**config.mk**
```make
export PLATFORM = sky130hd
export DESIGN_NAME = load_store_unit
export DESIGN_NICKNAME = d
export VERILOG_FILES = /design/src/rtl/load_store_unit.sv
export SDC_FILE = /design/constraint.sdc
export NUM_CORES = 1
export LEC_CHECK = 0
export ABC_AREA = 0
export CAP_MARGIN = 20
export CORE_MARGIN = 2
export CORE_UTILIZATION = 40
export CTS_BUF_LIST = sky130_fd_sc_hd__clkbuf_8
export CTS_CLUSTER_DIAMETER = 50
export DETAILED_ROUTE_END_ITERATION = 8
export PLACE_DENSITY = 0.82
export SYNTH_ARGS = -nofsm -noshare
export SYNTH_HDL_FRONTEND = slang
export SYNTH_SLANG_ARGS = --single-unit
```
**constraint.sdc**
```tcl
create_clock -name clock -period 2.3 [get_ports clock]
set_input_delay 0.345 -clock clock [delete_from_list [all_inputs] [get_ports clock]]
set_output_delay 0.345 -clock clock [all_outputs]
set_load 0.02 [all_outputs]
```
**src/rtl/load_store_unit.sv**
```systemverilog
// Load/store unit between the CPU datapath and a word-addressed data memory.
// Optional build macro LSU_MISALIGN_TRAP_EN: trap misaligned accesses instead of force-aligning them.
module load_store_unit #(
   parameter int unsigned AW = 12
) (
   input  logic        clock,
   input  logic        reset,
   input  logic        req_valid,
   output logic        req_ready,
   input  logic [3:0]  op,
   input  logic [31:0] addr,
   input  logic [31:0] wdata,
   output logic        rsp_valid,
   output logic [31:0] rdata,
   output logic        exc_misalign,
   output logic [31:0] dm_addr,
   output logic [31:0] dm_in,
   output logic        dm_wren,
   input  logic [31:0] dm_out
);

   typedef enum logic {IDLE, WRITE} state_e;

   typedef enum logic [3:0] {
      OP_LB  = 4'b0000,
      OP_LH  = 4'b0001,
      OP_LW  = 4'b0010,
      OP_LBU = 4'b0100,
      OP_LHU = 4'b0101,
      OP_SB  = 4'b1000,
      OP_SH  = 4'b1001,
      OP_SW  = 4'b1010
   } op_e;

   state_e        state_q, state_d;
   logic          rsp_valid_q, rsp_valid_d;
   logic          exc_misalign_q, exc_misalign_d;
   logic [31:0]   rdata_q, rdata_d;
   logic [AW-1:2] waddr_q, waddr_d;
   logic [31:0]   wword_q, wword_d;

   logic          accept;
   logic          trap;
   logic [7:0]    byte_lane;
   logic [15:0]   half_lane;
   logic [31:0]   merged;
   logic          unused_addr_hi;

   assign unused_addr_hi = ^addr[31:AW];

   // Half lane depends only on addr[1], so force-aligning addr[0] needs no extra logic.
   assign byte_lane = dm_out[{addr[1:0], 3'b000} +: 8];
   assign half_lane = addr[1] ? dm_out[31:16] : dm_out[15:0];

`ifdef LSU_MISALIGN_TRAP_EN
   assign trap = (((op == OP_LH) || (op == OP_LHU) || (op == OP_SH)) && addr[0]) ||
                 (((op == OP_LW) || (op == OP_SW)) && (addr[1:0] != 2'b00));
`else
   assign trap = 1'b0;
`endif

   always_comb begin
      merged = dm_out;
      if (op == OP_SB)
         merged[{addr[1:0], 3'b000} +: 8] = wdata[7:0];
      else if (addr[1])
         merged[31:16] = wdata[15:0];
      else
         merged[15:0] = wdata[15:0];
   end

   always_comb begin
      state_d        = state_q;
      rsp_valid_d    = 1'b0;
      exc_misalign_d = 1'b0;
      rdata_d        = rdata_q;
      waddr_d        = waddr_q;
      wword_d        = wword_q;
      req_ready      = (state_q == IDLE);
      accept         = req_valid && req_ready;
      dm_addr        = '0;
      dm_in          = wdata;
      dm_wren        = 1'b0;

      case (state_q)
         IDLE: begin
            dm_addr[AW-1:2] = addr[AW-1:2];
            if (accept) begin
               rsp_valid_d = 1'b1;
               if (trap) begin
                  exc_misalign_d = 1'b1;
               end else begin
                  case (op)
                     OP_LB:  rdata_d = {{24{byte_lane[7]}}, byte_lane};
                     OP_LBU: rdata_d = {24'h0, byte_lane};
                     OP_LH:  rdata_d = {{16{half_lane[15]}}, half_lane};
                     OP_LHU: rdata_d = {16'h0, half_lane};
                     OP_LW:  rdata_d = dm_out;
                     OP_SW:  dm_wren = 1'b1;
                     OP_SB, OP_SH: begin
                        rsp_valid_d = 1'b0;
                        waddr_d     = addr[AW-1:2];
                        wword_d     = merged;
                        state_d     = WRITE;
                     end
                     default: rdata_d = '0;
                  endcase
               end
            end
         end
         WRITE: begin
            dm_addr[AW-1:2] = waddr_q;
            dm_in           = wword_q;
            dm_wren         = 1'b1;
            rsp_valid_d     = 1'b1;
            state_d         = IDLE;
         end
         default: state_d = IDLE;
      endcase
   end

   always_ff @(posedge clock or posedge reset) begin
      if (reset) begin
         state_q        <= IDLE;
         rsp_valid_q    <= 1'b0;
         exc_misalign_q <= 1'b0;
         rdata_q        <= '0;
         waddr_q        <= '0;
         wword_q        <= '0;
      end else begin
         state_q        <= state_d;
         rsp_valid_q    <= rsp_valid_d;
         exc_misalign_q <= exc_misalign_d;
         rdata_q        <= rdata_d;
         waddr_q        <= waddr_d;
         wword_q        <= wword_d;
      end
   end

   assign rsp_valid    = rsp_valid_q;
   assign rdata        = rdata_q;
   assign exc_misalign = exc_misalign_q;

endmodule

```
# Yosys cells after proc, flatten, opt, wreduce, memory -nomap -nowiden
# Cells that the tools add are included.
# totals
regBits	76
inputBits	103
output_inout_bits	100
# op_classes
n_addsub	1
bitwise	2
mux	17
n_eq_ne	7
reduce_logical	6
n_shift	3
# op_table
cell	count
$pmux 32 s6	1
$mux 32	2
$mux 16	3
$bwmux 32	1
$shift 8x7->32 const A	1
$shiftx 32x6->8	1
$shiftx 8x7->32	1
$pmux 10 s2	1
$eq 4x4->1 const B	3
$eq 4x3->1 const B	2
$neg 5->7	1
$mux 1	6
$pmux 1 s2	3
$reduce_and 3->1	2
$eq 4x1->1 const B	1
$eq 4x2->1 const B	1
$logic_not 4->1	1
$reduce_or 3->1	1
$not 1->1	2
$reduce_or 2->1	1
$logic_and 1x1->1	1

# Depth between registers and ports, before layout
# Gate-level depths: netlist of run 1.
# depth
word_depth	5
mapped_depth	8

# Worst setup path before layout of run 1
# No wires, ideal clock.
# synth_path
path_kind	input to register
from	input addr[1]
to	register wword_q[16]
stages	7
slack_ps	175
arrival_time_ps	2059
path_cell_list	buf_2 inv_1 ha_1 or4bb_1 or3_4 a21oi_4 a221o_1
# synth_via
elab_chain_cells	4
# synth_lines
element	line_no	source
start, declared	11	input logic [31:0] addr,
$neg 5->7	65	merged[{addr[1:0], 3'b000} +: 8] = wdata[7:0];
$shiftx 8x7->32 / $shift 8x7->32 (equally long branches)	65	
$bwmux 32	65	
$mux 32 (*)	64	if (op == OP_SB)
end signal, assigned	136	wword_q <= wword_d;
end, declared	40	logic [31:0] wword_q, wword_d;
# Mark *: on every way between the ends. The rest lies on a longest branch, timed or not.
# A chain may end at the register's enable or synchronous reset.

# Final worst setup path of run 1
# layout_path
from	register state_q
to	output dm_in[28]
# layout_via
elab_chain_cells	1
# layout_lines
element	line_no	source
start, declared	35	state_e state_q, state_d;
start signal, assigned	131	state_q <= state_d;
$mux 32	85	case (state_q)
end, declared	17	output logic [31:0] dm_in,
# No other way between the ends.

==> results_dict.tcl, run 1 <==
set metrics [dict create \
    status "finished clean" \
    final_cell_mix "clkdlybuf4s50_1 (147), dfrtp_1 (75), mux2_2 (60), a221o_1 (47), buf_4 (47)" \
    synthCells 418 \
    maxSlewViolCount 0 \
    dr.first_iter.drc_count 372 \
    power_w 0.00380 \
    die-area_um2 12700 \
    internal_power_w 0.00265 \
    core_um2 11500 \
    worstPathArrival_ns 1.92 \
    ys_top_cells_by_area "dfrtp_1 (40%), mux2_2 (14%), a221o_1 (10%)" \
    drv_cap 0 \
    max-slew-margin-rel_pct 29.6 \
    wl_met2_um 7320 \
    switching_power_w 0.00115 \
    p_leak_nw 3.09 \
    top_layer_used "met4" \
    fin_skew_ns 0.00572 \
    routedWlPerCell_um 19.8 \
    seqPwrFrac_pct 43.5 \
    cts.sinks 76 \
    path_cells "buf_4 -> mux2_2 -> clkdlybuf4s50_1" \
    yosysTopAreaCell "dfrtp_1" \
    fin_tns_setup_ns 0 \
    ys_warn_count 0 \
    synthFlopType "dfrtp_1" \
    setup.worst_path.start_class "register" \
    areaGrowthSynthToFinish_pct 46.1 \
    setup_viol 0 \
    viasPerCell 5.83 \
    drc_errors 0 \
    cts_buffer_depth 2 \
    worst_slew_pin_slew_ns 1.05 \
    crit_type "reg2out" \
    grt_use_total_pct 22.9 \
    dp_hpwl_um 11500 \
    numCtsBuffers 9 \
    dr.pass1.iters 5 \
    drt_wl_total_um 14900 \
    min_period_ns 2.27 \
    end_kind "output port" \
    grt_pass1_wl_um 23100 \
    htree_levels 3 \
    synth_edf_count 0 \
    cts_setup_buffers 0 \
    place_ws_ns -0.277 \
    critPathSlowestCell "clkdlybuf4s50_1" \
    num_io_pins 203 \
    crit_fanout 11 \
    num_vias 4388 \
    clk_pin_slew_worst_paths_ns 0.09 \
    p_comb_share_pct 29.1 \
    wl_met3_um 1190 \
    die_y_um 112 \
    seq_area_frac_synth_pct 40.4 \
    final_layout_size_suffix_gt1_share_pct 23.4 \
    cts_tree "built" \
    num-fill-cells 924 \
    ant_nets 0 \
    final_cell_count_no_fill 753 \
    required_ns 1.96 \
    cts-root-buf "clkbuf_8" \
    fin_ws_ns 0.0328 \
    ctsHoldBuffers 0 \
    overflow 0 \
    switching_share_pct 30.3 \
    hold_viol_final 0 \
    grt_setup_unrepaired "true" \
    place.port_buffers 159 \
    final_common_cell "clkdlybuf4s50_1" \
    dp_cells 737 \
    gp_congestion 0.898 \
    die_w_um 112 \
    diodes 0 \
    hold_class "in2async" \
    m1WireLength_um 6130 \
    ys_ff_latch 76 \
    initial_core_util_pct 41.0 \
    clock_latency_ns 0.34 \
    grt_max_degree 77 \
    async_flop_share_pct 100 \
    max_stage_delay_ns 0.53 \
    grt_pass1_vias 4340 \
    layout.core_utilization_pct 60.0 \
    syn_area_um2 4710 \
    pwr-share-clk_pct 27.4 \
    final.period_utilization_pct 98.6 \
    power.density_nw_per_um2 553 \
    peakVddDrop_mv 0.286 \
    synth_top_area_share_pct 40.4 \
    syn_avg_cell_area_um2 11.3 \
    nNetsFinal 713 \
    antenna_found_initial 0 \
    clock.fmax_mhz 441 \
    num_rows 39 \
    yosysUniqueCellTypes 49 \
]
layout make-up:
type / count / area, um^2 / share of cell area [%]
Clock inverter: 6 / 63.8 / 0.928
Sequential cell: 76 / 1900 / 27.7
Multi-Input combinational cell: 299 / 2530 / 36.8
Inverter: 9 / 33.8 / 0.491
Clock buffer: 10 / 138 / 2.00
Timing Repair Buffer: 210 / 2030 / 29.5
Tap cell: 143 / 179 / 2.60
logic make-up after synthesis:
logic type | share of synthesized area, %
AOI/OAI and AO/OA | 23.4
adders and majority gates | 1.33
buffers and inverters | 7.58
DFF | 40.4
muxes | 18.2
other | 0.0797
and+or+nand+nor | 9.01
what timing repair did:
item / in CTS / in global routing
endpoints found under the setup margin: 18 / 25
gates resized for setup: 2 / 12
endpoints found under the hold margin: 0 / 0
state kept, by name, summed over array words and instances (netlist names):
name,flops
rdata,32
wword_q,32
waddr_q,10
rsp_valid,1
state_q,1
synthesized netlist by cell type (all sizes together), types with 2 or more instances:
cell type  instances
nand2b             3
nor2               9
nand2             18
a221oi            16
mux2i             18
or3                3
dfrtp             76
nor2b              3
nand4              6
mux2              60
a22o               7
a21o              17
or4b               2
inv                9
a221o             47
o22ai              2
a22oi              2
nor4b              2
a211oi            17
a21oi              8
clkbuf            14
and2              17
buf               42
ha                 5
per-layer routing:
layer | vias to the layer above | GRT usage (%)
li1 | 1962 | -
met1 | 2139 | 30.4
met2 | 254 | 38.1
met3 | 33 | 4.97
met4 | 0 | 6.10
met5 | - | 0
power by group through the flow:
stage	Combinational, W	Clock [W]	Sequential (W)
detailed placement	0.00110	0	0.00167
CTS	0.00111	0.00107	0.00165
finish	0.00111	0.00104	0.00165
floorplan	0.000578	0	0.00168
global route	0.00118	0.00112	0.00167
global placement	0.00107	0	0.00167
through the flow:
stage | cell area (um^2) | hold WS [ns]
floorplan | 4790 | 0.444
global placement | 6640 | 0.455
detailed placement | 6640 | 0.462
CTS | 6850 | 0.406
global route | 6880 | 0.433
finish | 6880 | 0.383
worst max-delay path, delay by kind of cell (launching register included):
family / cells / cell delay (ns)
buf+inv: 2 / 0.76
flops: 1 / 0.45
mux: 1 / 0.35
worst paths after layout:
kind / from / endpoint / slack, ns / depth (start not counted)
worst max-delay path: state_q$_DFF_PP0_ / dm_in[28] / 0.03 / 3
worst min-delay path: reset / waddr_q[11]$_DFFE_PP0P_ / 0.38 / 3
worst max register to register: state_q$_DFF_PP0_ / wword_q[0]$_DFFE_PP0P_ / 0.36 / 4
worst min register to register: wword_q[9]$_DFFE_PP0P_ / wword_q[9]$_DFFE_PP0P_ / 0.48 / 1
max in group asynchronous: reset / rdata[5]$_DFFE_PP0P_ / 1.56 / 3
min in group clock: wword_q[9]$_DFFE_PP0P_ / wword_q[9]$_DFFE_PP0P_ / 0.48 / 1
Note: power is estimated with default switching activity, not from simulation.
==> run 2, diff against run 1 <==
--- a/config.mk
+++ b/config.mk
@@ -8,11 +8,11 @@
 export ABC_AREA = 0
 export CAP_MARGIN = 20
 export CORE_MARGIN = 2
-export CORE_UTILIZATION = 40
+export CORE_UTILIZATION = 44
 export CTS_BUF_LIST = sky130_fd_sc_hd__clkbuf_8
 export CTS_CLUSTER_DIAMETER = 50
 export DETAILED_ROUTE_END_ITERATION = 8
-export PLACE_DENSITY = 0.82
+export PLACE_DENSITY = 0.86
 export SYNTH_ARGS = -nofsm -noshare
 export SYNTH_HDL_FRONTEND = slang
 export SYNTH_SLANG_ARGS = --single-unit
==> constraint.sdc (replaced) <==
create_clock -name clock -period 2.6 [get_ports clock]
set_input_delay 0.39 -clock clock [delete_from_list [all_inputs] [get_ports clock]]
set_output_delay 0.39 -clock clock [all_outputs]
set_load 0.02 [all_outputs]
==> run 2 against run 1 <==
Effect of this change: combinational power decreased by 13%; global-route usage up 2.1 points; critical path depth is the same; register-to-register slack improved by 0.03 ns; clock-buffer cell count shrank 1; sequential share of layout area up 0.69 points; routed wire length decreased by 2.6%; non-clock buffer count decreased by 16; cell count down 3.1%; worst hold slack improved by 0.034 ns; flip-flop and latch count did not move; largest cell class unchanged; largest power group unchanged; highest routed layer unchanged.
==> results_dict.tcl, run 2 (synthesis results as in run 1) <==
set metrics [dict create \
    clock.fmax_mhz 398 \
    fin_hold_ws_ns 0.418 \
    drt_wl_total_um 14600 \
    hold_viol_final 0 \
    r2r-start "state_q$_DFF_PP0_" \
    path_cells "buf_4 -> mux2_2 -> clkdlybuf4s50_1" \
    worstPathArrival_ns 2.12 \
    num_io_pins 203 \
    pwr-share-clk_pct 27.1 \
    cts_buffer_depth 2 \
    diodes 0 \
    end_kind "output port" \
    min_period_ns 2.51 \
    switching_share_pct 30.6 \
    layout.core_utilization_pct 64.8 \
    rrSetupSlack_ns 0.39 \
    seqPwrFrac_pct 43.9 \
    setup.worst_path.start_class "register" \
    required_ns 2.21 \
    cts_setup_buffers 0 \
    num_rows 37 \
    switching_power_w 0.00102 \
    worst-path-stages 3 \
    met2_usage_pct 39.5 \
    crit_type "reg2out" \
    ant_nets 0 \
    grt_use_met3_pct 5.27 \
    setup_viol 0 \
    dp_hpwl_um 11100 \
    htree_levels 3 \
    power.density_nw_per_um2 495 \
    grt_util_met1_pct 34.3 \
    num_vias 4271 \
    clk_pin_slew_worst_paths_ns 0.08 \
    routedWlPerCell_um 19.9 \
    cts.sinks 76 \
    final_common_cell "clkdlybuf4s50_1" \
    dr.first_iter.drc_count 260 \
    place.port_buffers 159 \
    internal_power_w 0.00231 \
    final.period_utilization_pct 96.6 \
    fin_skew_ns 0.00851 \
    overflow 0 \
    peakVddDrop_mv 0.278 \
    core_um2 10400 \
    cts_tree "built" \
    maxSlewViolCount 0 \
    worst_slew_pin_slew_ns 1.08 \
    dr.pass1.iters 5 \
    final_cell_mix "clkdlybuf4s50_1 (158), dfrtp_1 (75), mux2_2 (60), a221o_1 (47), buf_4 (32)" \
    status "finished clean" \
    die_y_um 107 \
    initial_core_util_pct 45.4 \
    max-slew-margin-rel_pct 27.0 \
    cp_num_buf_inv 2 \
    crit_path_start "state_q$_DFF_PP0_" \
    drv_cap 0 \
    nNetsFinal 697 \
    gp_congestion 0.880 \
    cp_top_family "buffers and inverters" \
    top_usage_layer "met2" \
    grt_setup_unrepaired "false" \
    clock_latency_ns 0.36 \
    max_stage_delay_ns 0.58 \
    p_comb_share_pct 29.0 \
    die_w_um 107 \
    place_ws_ns -0.0456 \
    crit_fanout 16 \
    fin_ws_ns 0.0892 \
    die-area_um2 11500 \
    cts-root-buf "clkbuf_8" \
    critPathSlowestCell "dfrtp_4" \
    p_leak_nw 2.92 \
    grt_max_degree 48 \
    drc_errors 0 \
    viasPerCell 5.85 \
    r2r-end "wword_q[23]$_DFFE_PP0P_" \
    grt_pass1_wl_um 22300 \
    antenna_found_initial 0 \
    r2r_cells 5 \
    grt_pass1_vias 4140 \
    hold_class "in2async" \
    grt_use_total_pct 25.0 \
    areaGrowthSynthToFinish_pct 42.8 \
    numCtsBuffers 9 \
    final_layout_size_suffix_gt1_share_pct 21.2 \
]
-- run 2: through the flow --
stage	cell area (um^2)	std cells	TNS (ns)	total power (W)
final	6720	730	0	0.00333
after global routing	6720	730	0	0.00348
after CTS	6720	730	0	0.00333
after detailed placement	6530	714	-0.437	0.00244
after global placement	6530	714	-0.0465	0.00241
after floorplan	4790	440	0	0.00200
-- run 2: area by class of cell --
class | instances | area, um^2
fill | 806 | 3650
timing repair buffer | 194 | 1890
tap | 136 | 170
multi-input combinational | 299 | 2530
clock buffer | 9 | 124
sequential | 76 | 1910
inverter | 9 | 33.8
clock inverter | 7 | 67.6
-- run 2: worst max-delay path by stage --
stage,end,slack (ns)
final,dm_addr[4],0.09
after global routing,dm_addr[5],0.02
after global placement,wword_q[22]$_DFFE_PP0P_,-0.007
after CTS,dm_addr[4],0.0007
after detailed placement,wword_q[16]$_DFFE_PP0P_,-0.05
after floorplan,rdata[0]$_DFFE_PP0P_,0.27
-- run 2: power groups by stage --
stage / sequential (W) / clock (W) / combinational [W]
floorplan: 0.00149 / 0 / 0.000511
global route: 0.00148 / 0.000972 / 0.00103
finish: 0.00146 / 0.000900 / 0.000966
global placement: 0.00147 / 0 / 0.000940
CTS: 0.00146 / 0.000909 / 0.000968
detailed placement: 0.00148 / 0 / 0.000964
-- run 2: what timing repair did --
action | in CTS | in global routing
gates resized for setup | 0 | 1
hold buffers | 0 | 0
endpoints found under the setup margin | 0 | 15
-- run 2: layer usage --
metal | share of wire, % | vias to the layer above
met4 | 2.2 | 0
met2 | 47 | 211
met3 | 6.9 | 25
met1 | 43 | 2102
met5 | 0 | -
li1 | - | 1933
